==> src/rtl/prio_encoder_scan.sv <==
// rtl/prio_encoder_scan.sv - clocked priority scanner emitting set-bit indices of a request vector
//
// Accepts an N-bit request vector y over an in_valid/in_ready handshake and
// emits one beat per cycle over out_valid/out_ready: the index a of each set
// bit in priority order (PRIO_MSB=1: highest bit first), with qualifiers
// last (final beat of the vector), zero (vector was all-zero) and cnt
// (popcount of the vector, held for all its beats).
//
// Ports:
//   clk, rst_n          clock, synchronous active-low reset
//   in_valid, in_ready  input handshake (in_ready combinational from out_ready)
//   y                   request vector
//   out_valid, out_ready output handshake
//   a, last, zero, cnt  current beat and qualifiers
module prio_encoder_scan #(
    parameter int N        = 8,
    parameter int PRIO_MSB = 1
) (
    input  logic                   clk,
    input  logic                   rst_n,
    input  logic                   in_valid,
    output logic                   in_ready,
    input  logic [N-1:0]           y,
    output logic                   out_valid,
    input  logic                   out_ready,
    output logic [$clog2(N)-1:0]   a,
    output logic                   last,
    output logic                   zero,
    output logic [$clog2(N):0]     cnt
);

    localparam int W = $clog2(N);

    typedef enum logic {
        IDLE = 1'b0,
        SCAN = 1'b1
    } state_t;

    state_t         state, state_nxt;
    logic [N-1:0]   pending;
    logic [W-1:0]   idx;
    logic           single;
    logic           accept;
    logic           consume;

    function automatic logic [W:0] popcount(input logic [N-1:0] v);
        logic [W:0] c;
        c = '0;
        for (int i = 0; i < N; i++) begin
            c = c + (W+1)'(v[i]);
        end
        return c;
    endfunction

    // Priority select over pending; the later loop iteration wins, so the
    // loop direction decides which end of the vector has priority.
    always_comb begin
        idx = '0;
        if (PRIO_MSB != 0) begin
            for (int i = 0; i < N; i++) begin
                if (pending[i]) idx = W'(i);
            end
        end else begin
            for (int i = N - 1; i >= 0; i--) begin
                if (pending[i]) idx = W'(i);
            end
        end
    end

    // At most one bit set: clearing the lowest set bit leaves nothing.
    assign single    = ((pending & (pending - N'(1))) == '0);

    assign out_valid = (state == SCAN);
    assign last      = out_valid && single;
    assign a         = idx;
    assign in_ready  = (state == IDLE) || (out_ready && last);
    assign accept    = in_valid && in_ready;
    assign consume   = out_valid && out_ready;

    always_comb begin
        state_nxt = state;
        if (accept) begin
            state_nxt = SCAN;
        end else if (consume && last) begin
            state_nxt = IDLE;
        end
    end

    always_ff @(posedge clk) begin
        if (!rst_n) begin
            state   <= IDLE;
            pending <= '0;
            cnt     <= '0;
            zero    <= 1'b0;
        end else begin
            state <= state_nxt;
            if (accept) begin
                pending <= y;
                cnt     <= popcount(y);
                zero    <= (y == '0);
            end else if (consume && !last) begin
                pending <= pending & ~(N'(1) << idx);
            end
            // On the final beat without a reload, pending is left untouched
            // so a keeps showing the last emitted index while idle.
        end
    end

endmodule

==> config.mk <==
export PLATFORM = sky130hd
export DESIGN_NAME = prio_encoder_scan
export DESIGN_NICKNAME = d
export VERILOG_FILES = /design/src/rtl/prio_encoder_scan.sv
export SDC_FILE = /design/constraint.sdc
export NUM_CORES = 1
export LEC_CHECK = 0
export CAP_MARGIN = 20
export CORE_MARGIN = 4
export CORE_UTILIZATION = 54
export CTS_CLUSTER_SIZE = 25
export DETAILED_ROUTE_END_ITERATION = 8
export PLACE_DENSITY = 0.82
export SLEW_MARGIN = 15
export SYNTH_ARGS = -nofsm -noshare
export SYNTH_HDL_FRONTEND = slang
export SYNTH_SLANG_ARGS = --single-unit
==> constraint.sdc <==
create_clock -name clk -period 6.68 [get_ports clk]
set_clock_uncertainty 0.2 [all_clocks]
set_input_delay 2.004 -clock clk [delete_from_list [all_inputs] [get_ports clk]]
set_output_delay 2.004 -clock clk [all_outputs]
set_load 0.05 [all_outputs]
==> results of run 1 <==
cells by family after synthesis:
kind of cell,count (synthesis),share of synthesized area (%)
xor+xnor,1,0.814
simple gates,45,21.0
flops,14,26.0
buf+inv,23,9.77
fa+ha+maj,9,13.0
compound gates,38,29.3
Yosys cell counts, types with 2 or more instances:
cell type	n
sky130_fd_sc_hd__a41o_1	3
sky130_fd_sc_hd__nand2_1	15
sky130_fd_sc_hd__nand2b_1	2
sky130_fd_sc_hd__nand3_1	9
sky130_fd_sc_hd__nor2_1	6
sky130_fd_sc_hd__o21ai_0	3
sky130_fd_sc_hd__dfxtp_1	14
sky130_fd_sc_hd__buf_6	2
sky130_fd_sc_hd__inv_1	15
sky130_fd_sc_hd__buf_2	3
sky130_fd_sc_hd__nor3_1	6
sky130_fd_sc_hd__clkinv_1	2
sky130_fd_sc_hd__o211ai_1	4
sky130_fd_sc_hd__fa_1	4
sky130_fd_sc_hd__a21oi_1	10
sky130_fd_sc_hd__ha_1	4
sky130_fd_sc_hd__o2111ai_1	3
sky130_fd_sc_hd__a211oi_1	3
per-stage QoR:
step	setup WS, ns	hold slack (ns)
finish	0.548	0.270
detailed placement	0.549	0.260
global route	0.472	0.299
floorplan	1.64	0.257
global placement	0.576	0.254
CTS	0.545	0.273
placed cells by master, fill, tap and decap left out:
cell	n
sky130_fd_sc_hd__clkinv_1	2
sky130_fd_sc_hd__nand2b_1	2
sky130_fd_sc_hd__o311ai_4	1
sky130_fd_sc_hd__o21ai_0	3
sky130_fd_sc_hd__maj3_1	1
sky130_fd_sc_hd__nand3b_1	1
sky130_fd_sc_hd__a21o_1	1
sky130_fd_sc_hd__a211oi_1	3
sky130_fd_sc_hd__o2111ai_1	3
sky130_fd_sc_hd__o21bai_1	1
sky130_fd_sc_hd__and3b_1	1
sky130_fd_sc_hd__or3_4	1
sky130_fd_sc_hd__o21ai_2	1
sky130_fd_sc_hd__or4_1	1
sky130_fd_sc_hd__clkdlybuf4s50_1	22
sky130_fd_sc_hd__nor3_1	6
sky130_fd_sc_hd__o32ai_1	1
sky130_fd_sc_hd__fa_1	4
sky130_fd_sc_hd__o211a_1	1
sky130_fd_sc_hd__nor3_2	1
sky130_fd_sc_hd__a211oi_4	1
sky130_fd_sc_hd__dfxtp_1	14
sky130_fd_sc_hd__nor4b_1	1
sky130_fd_sc_hd__inv_1	15
sky130_fd_sc_hd__ha_1	4
sky130_fd_sc_hd__clkbuf_4	3
sky130_fd_sc_hd__and2_1	1
sky130_fd_sc_hd__o41ai_2	1
sky130_fd_sc_hd__o32a_1	1
sky130_fd_sc_hd__a41o_1	3
sky130_fd_sc_hd__o22ai_1	1
sky130_fd_sc_hd__a21boi_0	1
sky130_fd_sc_hd__nand3_1	9
sky130_fd_sc_hd__a21oi_1	10
sky130_fd_sc_hd__nor2_1	6
sky130_fd_sc_hd__clkbuf_8	1
sky130_fd_sc_hd__o211ai_1	4
sky130_fd_sc_hd__xnor2_1	1
sky130_fd_sc_hd__a211oi_2	1
sky130_fd_sc_hd__nand2_1	15
final timing paths:
| path | cells after the start | startpoint | end | slack (ns) |
|---|---|---|---|---|
| max | 5 | out_ready | in_ready | 0.55 |
| max reg2reg | 5 | pending[4]$_SDFFE_PN0P_ | pending[1]$_SDFFE_PN0P_ | 4.40 |
| min reg2reg | 2 | cnt[0]$_SDFFE_PN0P_ | cnt[0]$_SDFFE_PN0P_ | 0.27 |
| min | 2 | cnt[0]$_SDFFE_PN0P_ | cnt[0]$_SDFFE_PN0P_ | 0.27 |
power by group through the flow:
stage | registers [µW] | logic (µW) | clock network (µW)
final | 100 | 144 | 62.0
after CTS | 100 | 144 | 63.1
after global routing | 102 | 157 | 70.3
after global placement | 101 | 139 | 0
after floorplan | 113 | 92.3 | 0
after detailed placement | 102 | 143 | 0
cell type report:
type                            count  share of cell area (%)
Timing Repair Buffer               22                    16.7
Clock buffer                        4                    2.74
Sequential cell                    14                    21.2
Multi-Input combinational cell     93                    52.2
Tap cell                           25                    2.37
Inverter                           17                    4.82
registers in the layout, summed over array words and instances, names as in the netlist:
signal	cells
cnt	4
out_valid	1
pending	8
zero	1
critical path, delay by kind of cell:
| family | cells | cell delay (ns) |
|---|---|---|
| compound gates | 1 | 0.34 |
| buf+inv | 2 | 1.31 |
| simple gates | 2 | 0.28 |
layer usage:
metal / vias up / global-route usage (%)
li1: 509 / -
met1: 490 / 26.0
met2: 38 / 36.0
met3: 7 / 3.99
met4: 0 / 12.3
met5: - / 0
==> PnR_summary.wiki, run 1 <==
{| class="wikitable"
! Metric !! Value
|-
| Multi-input gate area || 691 µm²
|-
| Post-CTS Repair Setup Buffers || 0
|-
| Share of cells above drive strength 1 || 7.33%
|-
| Length of routed wiring on met1 || around 1.1 mm
|-
| CP max stage cell || sky130_fd_sc_hd__clkdlybuf4s50_1
|-
| Largest net degree at the start of global routing || 13
|-
| Post-route standard cell area excluding fillers || 1320 µm²
|-
| Clock buffer depth || 2
|-
| Pwr per Cell Area || about 230 nW/µm²
|-
| Total gr overflow || 0
|-
| Number of filler instances in the final layout || 154
|-
| Total power || 306 µW
|-
| Mapped Area || 1080 µm²
|-
| Remaining routing DRC violations || 0
|-
| # H-tree levels || 1
|-
| Cell mode on critical path || sky130_fd_sc_hd__clkdlybuf4s50_1
|-
| Startpoint class of the critical path || input pin
|-
| Count of endpoints failing hold in the final timing report || 0
|-
| Placer's final routability congestion estimate || 0.856
|-
| CTS buffer count || 3
|-
| Via count of the first global-routing pass || 980
|-
| Sequential element share of the synthesized area || 26.0%
|-
| Starting utilization of the core area || 59.7%
|-
| Type of the worst setup path || input pin to primary output
|-
| Signed area change from the synthesized netlist to the final layout || 22.9%
|-
| Share of power burned in combinational logic || between 40% and 50%
|-
| Final setup violating endpoints || 0
|-
| Placed wire-length estimate || 2.05 mm
|-
| RSZ-0062 raised after global routing || false
|-
| Number of detailed-route iterations in the first pass || 4
|-
| Final WL || 2.55 mm
|-
| Internal power consumption || 179 µW
|-
| Die Area || 2770 µm²
|-
| IO buf count || 22
|-
| Net switching power of the design || between 100 and 150 µW
|-
| Synth warn || 0
|-
| Post-synth EDFFs || 0
|-
| Worst skew pair latency || about 0.29 ns
|-
| Sequential Area || around 280 µm²
|-
| Root Buffer || sky130_fd_sc_hd__clkbuf_4
|-
| Post-Layout Cell Count || about 180
|-
| Total global-route track usage || 21.7%
|-
| Number of gates resized after CTS || 0
|-
| Hold-fix buffers, CTS || 0
|-
| Width of the chip || 52.6 µm
|-
| Number of sinks on the clock net || 14
|-
| Result of the run || complete, no violations
|-
| Avg Cell Area, Syn || 8.28 µm²
|-
| Met3 WL || 149 µm
|-
| Highest metal layer with signal wires || met4
|-
| Core footprint || between 1500 and 2000 µm²
|-
| Worst hold path class || flop to flop
|-
| CTS tree || yes
|-
| Biggest fanout along the worst timing path || 8
|-
| Reg clk slew, reported paths || approximately 0.090 ns
|-
| Total via count in the routed design || 1,044
|-
| Wire length of the first global-routing pass || approximately 4.4 mm
|-
| Synth top area cells || sky130_fd_sc_hd__dfxtp_1 (26%), sky130_fd_sc_hd__fa_1 (7.4%), sky130_fd_sc_hd__inv_1 (5.2%)
|-
| Syn nets || 150
|-
| Post-Synthesis Cells || 130
|-
| ANT cells || 0
|-
| Net count reported at finish || 171
|-
| Number of routed nets with antenna violations || 0
|-
| Prevailing post-synth register cell || sky130_fd_sc_hd__dfxtp_1
|-
| Slew at the pin with the worst max-slew slack || 0.500 ns
|-
| Minimum period implied by the final worst setup slack || 6.13 ns
|-
| Cells after DPL || 171
|-
| Post-synth cell types || 40
|-
| Utilization of the core after routing || between 70% and 80%
|-
| Average detailed-routed wire length per instance || 14.6 µm
|-
| Synth top area share || 26.0%
|-
| Final Cycle Share || 91.8%
|-
| Max Freq || 163 MHz
|-
| FF+latch count, synth || 14
|-
| Fin Setup TNS || 0 ns
|-
| Proportion of register bits with asynchronous set or reset after synthesis || 0%
|-
| Worst path arrival time || 3.93 ns
|-
| Count of standard-cell rows || 15
|-
| Post-place instance area || roughly 1300 µm²
|-
| Sequential Power Share || 32.8%
|-
| Crit. End Element || primary output
|-
| DRT iter0 DRCs || 29
|-
| Switching share of total power || 41.4%
|-
| Worst ir drop on vdd || around 140 µV
|-
| Io pins || 23
|-
| Relative contribution of the clock network to total power || 20.3%
|-
| Leakage power summed over all cells || 0.000546 µW
|-
| Required time of the critical path || 4.48 ns
|-
| Die height || between 50 and 60 µm
|-
| Final Slew Violations || 0
|-
| Vias/cell || 5.97
|-
| Maxcap violations || 0
|-
| Max-Slew Margin vs Limit || 66.6%
|-
| Cell type contributing the most total cell area after synthesis || sky130_fd_sc_hd__dfxtp_1
|-
| Met2 routed wirelength || 1.23 mm
|-
| Antenna violations before repair || 0
|-
| Crit path largest cell delay || approximately 0.80 ns
|-
| Sequence of cells on the critical path || clkdlybuf4s50_1, nand2_1, a211oi_4, nand2b_1, clkdlybuf4s50_1
|}
Note: power is estimated with default switching activity, not from simulation.
==> run 2: changes to the inputs <==
--- a/config.mk
+++ b/config.mk
@@ -6,7 +6,7 @@
 export NUM_CORES = 1
 export LEC_CHECK = 0
 export CAP_MARGIN = 20
-export CORE_MARGIN = 4
+export CORE_MARGIN = 5
 export CORE_UTILIZATION = 54
 export CTS_CLUSTER_SIZE = 25
 export DETAILED_ROUTE_END_ITERATION = 8
==> run 2 against run 1 <==
Against the previous run:
- worst setup slack got worse by 0.024 ns
- critical path depth did not move
- die area rose by 7.7%
- largest cell class unchanged
- combinational power barely moved
- flip-flop and latch count did not move
- register-to-register slack got worse by 0.09 ns
- cell count rose by 0.57%
==> PnR_summary.wiki, run 2 (synthesis gave the netlist of run 1 again) <==
{| class="wikitable"
! Metric !! Value
|-
| Io pins || 23
|-
| Largest net degree at the start of global routing || 13
|-
| Hold-fix buffers, CTS || 0
|-
| Flip-flop count of the largest register, all copies and words added || 8
|-
| Top register by number of flip-flops || pending
|-
| Internal power consumption || 167 µW
|-
| Cells after DPL || 173
|-
| Largest registers in the final layout || pending (8), cnt (4)
|-
| Length of routed wiring on met1 || ~1.1 mm
|-
| Count of endpoints failing hold in the final timing report || 0
|-
| Width of the chip || 54.6 µm
|-
| Sequential Power Share || roughly 34%
|-
| Worst setup timing slack at the placement stage || about 0.53 ns
|-
| Average detailed-routed wire length per instance || 15.5 µm
|-
| Total gr overflow || 0
|-
| Biggest fanout along the worst timing path || 8
|-
| IO buf count || 22
|-
| CTS buffer count || 3
|-
| Met3 WL || 114 µm
|-
| Leading cell type in the layout, fill and taps excluded || sky130_fd_sc_hd__clkdlybuf4s50_1
|-
| Max-Slew Margin vs Limit || between 60% and 70%
|-
| Final setup violating endpoints || 0
|-
| Worst Path Buf+Inv || 2
|-
| Result of the run || complete, no violations
|-
| Cell mode on critical path || sky130_fd_sc_hd__clkdlybuf4s50_1
|-
| Slew at the pin with the worst max-slew slack || 0.500 ns
|-
| Post-route standard cell area excluding fillers || 1310 µm²
|-
| Total via count in the routed design || around 1.0k
|-
| Share of cells above drive strength 1 || about 6.7%
|-
| CP max stage cell || sky130_fd_sc_hd__clkdlybuf4s50_1
|-
| Sequence of cells on the critical path || clkdlybuf4s50_1, nand2_1, a211oi_4, nand2b_1, clkdlybuf4s50_1
|-
| Signed area change from the synthesized netlist to the final layout || 21.9%
|-
| Total global-route track usage || 21.3%
|-
| Root Buffer || sky130_fd_sc_hd__clkbuf_4
|-
| Startpoint class of the critical path || input pin
|-
| Number of detailed-route iterations in the first pass || 4
|-
| Net switching power of the design || 127 µW
|-
| Wire length of the first global-routing pass || 4.64 mm
|-
| Placed wire-length estimate || roughly 2.1 mm
|-
| Switching share of total power || about 43%
|-
| Max Freq || 162 MHz
|-
| CTS tree || yes
|-
| Antenna violations before repair || 0
|-
| Worst ir drop on vdd || 150 µV
|-
| Worst hold path class || flop to flop
|-
| Pwr per Cell Area || 224 nW/µm²
|-
| Highest metal layer with signal wires || met4
|-
| Final Cycle Share || 92.2%
|-
| Worst path arrival time || 3.95 ns
|-
| Crit path largest cell delay || slightly above 0.8 ns
|-
| Final WL || 2.73 mm
|-
| Share of power burned in combinational logic || around 49%
|-
| ANT cells || 0
|-
| Placer's final routability congestion estimate || 0.847
|-
| Post-CTS Repair Setup Buffers || 0
|-
| # H-tree levels || 1
|-
| Fin Setup TNS || 0 ns
|-
| Net count reported at finish || 171
|-
| Setup slack of the critical path after layout || 0.524 ns
|-
| Post-place instance area || approximately 1300 µm²
|-
| Count of standard-cell rows || 16
|-
| Core footprint || ~1900 µm²
|-
| Top library cells by usage in the layout, fill and taps aside || sky130_fd_sc_hd__clkdlybuf4s50_1 (22), sky130_fd_sc_hd__inv_1 (15), sky130_fd_sc_hd__nand2_1 (15)
|-
| Die Area || ~3000 µm²
|-
| Die height || 54.6 µm
|-
| Cell class contributing the biggest share of worst-path delay || buffers and inverters
|-
| Type of the worst setup path || input pin to primary output
|-
| Number of sinks on the clock net || 14
|-
| Required time of the critical path || roughly 4.5 ns
|-
| Met2 routed wirelength || 1.43 mm
|-
| Number of gates resized after CTS || 0
|-
| Remaining routing DRC violations || 0
|-
| Number of routed nets with antenna violations || 0
|-
| Post-Layout Cell Count || 176
|-
| Reg clk slew, reported paths || 0.08 ns
|-
| Worst skew pair latency || 0.28 ns
|-
| Final Slew Violations || 0
|-
| Leakage power summed over all cells || 0.000539 µW
|-
| Minimum period implied by the final worst setup slack || 6.16 ns
|-
| RSZ-0062 raised after global routing || false
|-
| Maxcap violations || 0
|-
| Clock buffer depth || 2
|-
| Relative contribution of the clock network to total power || between 15 and 20%
|-
| Starting utilization of the core area || 56.0%
|-
| DRT iter0 DRCs || 23
|-
| Crit. End Element || primary output
|-
| Vias/cell || 5.93
|-
| Via count of the first global-routing pass || between 1k and 1.5k
|}
[run 2: cell count changes in the layout (fill, tap and decap cells not counted), sizes merged]
cell,previous run,this run
clkbuf,4,3
[run 2: per-layer routing]
layer	vias to the layer above	global-route usage, %
li1	509	-
met1	489	25.5
met2	38	37.8
met3	7	4.36
met4	0	6.22
met5	-	0
[run 2: per-stage QoR]
stage / hold WS (ns) / power, µW / utilization [%]
finish: 0.279 / 294 / 68.2
global placement: 0.255 / 242 / 67.1
CTS: 0.281 / 294 / 68.2
floorplan: 0.257 / 205 / -
global route: 0.310 / 312 / 68.2
detailed placement: 0.263 / 246 / 67.1
[run 2: path summary, 6_finish.rpt]
check	start	endpoint	slack (ns)	depth (start not counted)
worst max-delay path	out_ready	in_ready	0.52	5
worst min-delay path	zero$_SDFFE_PN0P_	zero$_SDFFE_PN0P_	0.28	2
worst max register to register	pending[3]$_SDFFE_PN0P_	cnt[1]$_SDFFE_PN0P_	4.31	5
worst min register to register	zero$_SDFFE_PN0P_	zero$_SDFFE_PN0P_	0.28	2
[run 2: final cells by class]
class                   instances  area, µm²
clock buffers                   3       22.5
fillers                       193        611
multi-input cells              93        691
well taps                      27       33.8
inverters                      17       63.8
repair buffers                 22        220
flip-flops and latches         14        280
[run 2: power by group through the flow]
| stage | Sequential [µW] | Combinational, µW | Clock [µW] |
|---|---|---|---|
| floorplan | 113 | 92.3 | 0 |
| global placement | 102 | 140 | 0 |
| detailed placement | 103 | 143 | 0 |
| CTS | 101 | 144 | 49.2 |
| global route | 102 | 156 | 54.1 |
| finish | 101 | 144 | 48.6 |
[run 2: worst min-delay path: stages (launching register included)]
cell and delay [ns]:
sky130_fd_sc_hd__dfxtp_1 0.32, sky130_fd_sc_hd__nand3_1 0.06, sky130_fd_sc_hd__a21oi_1 0.05
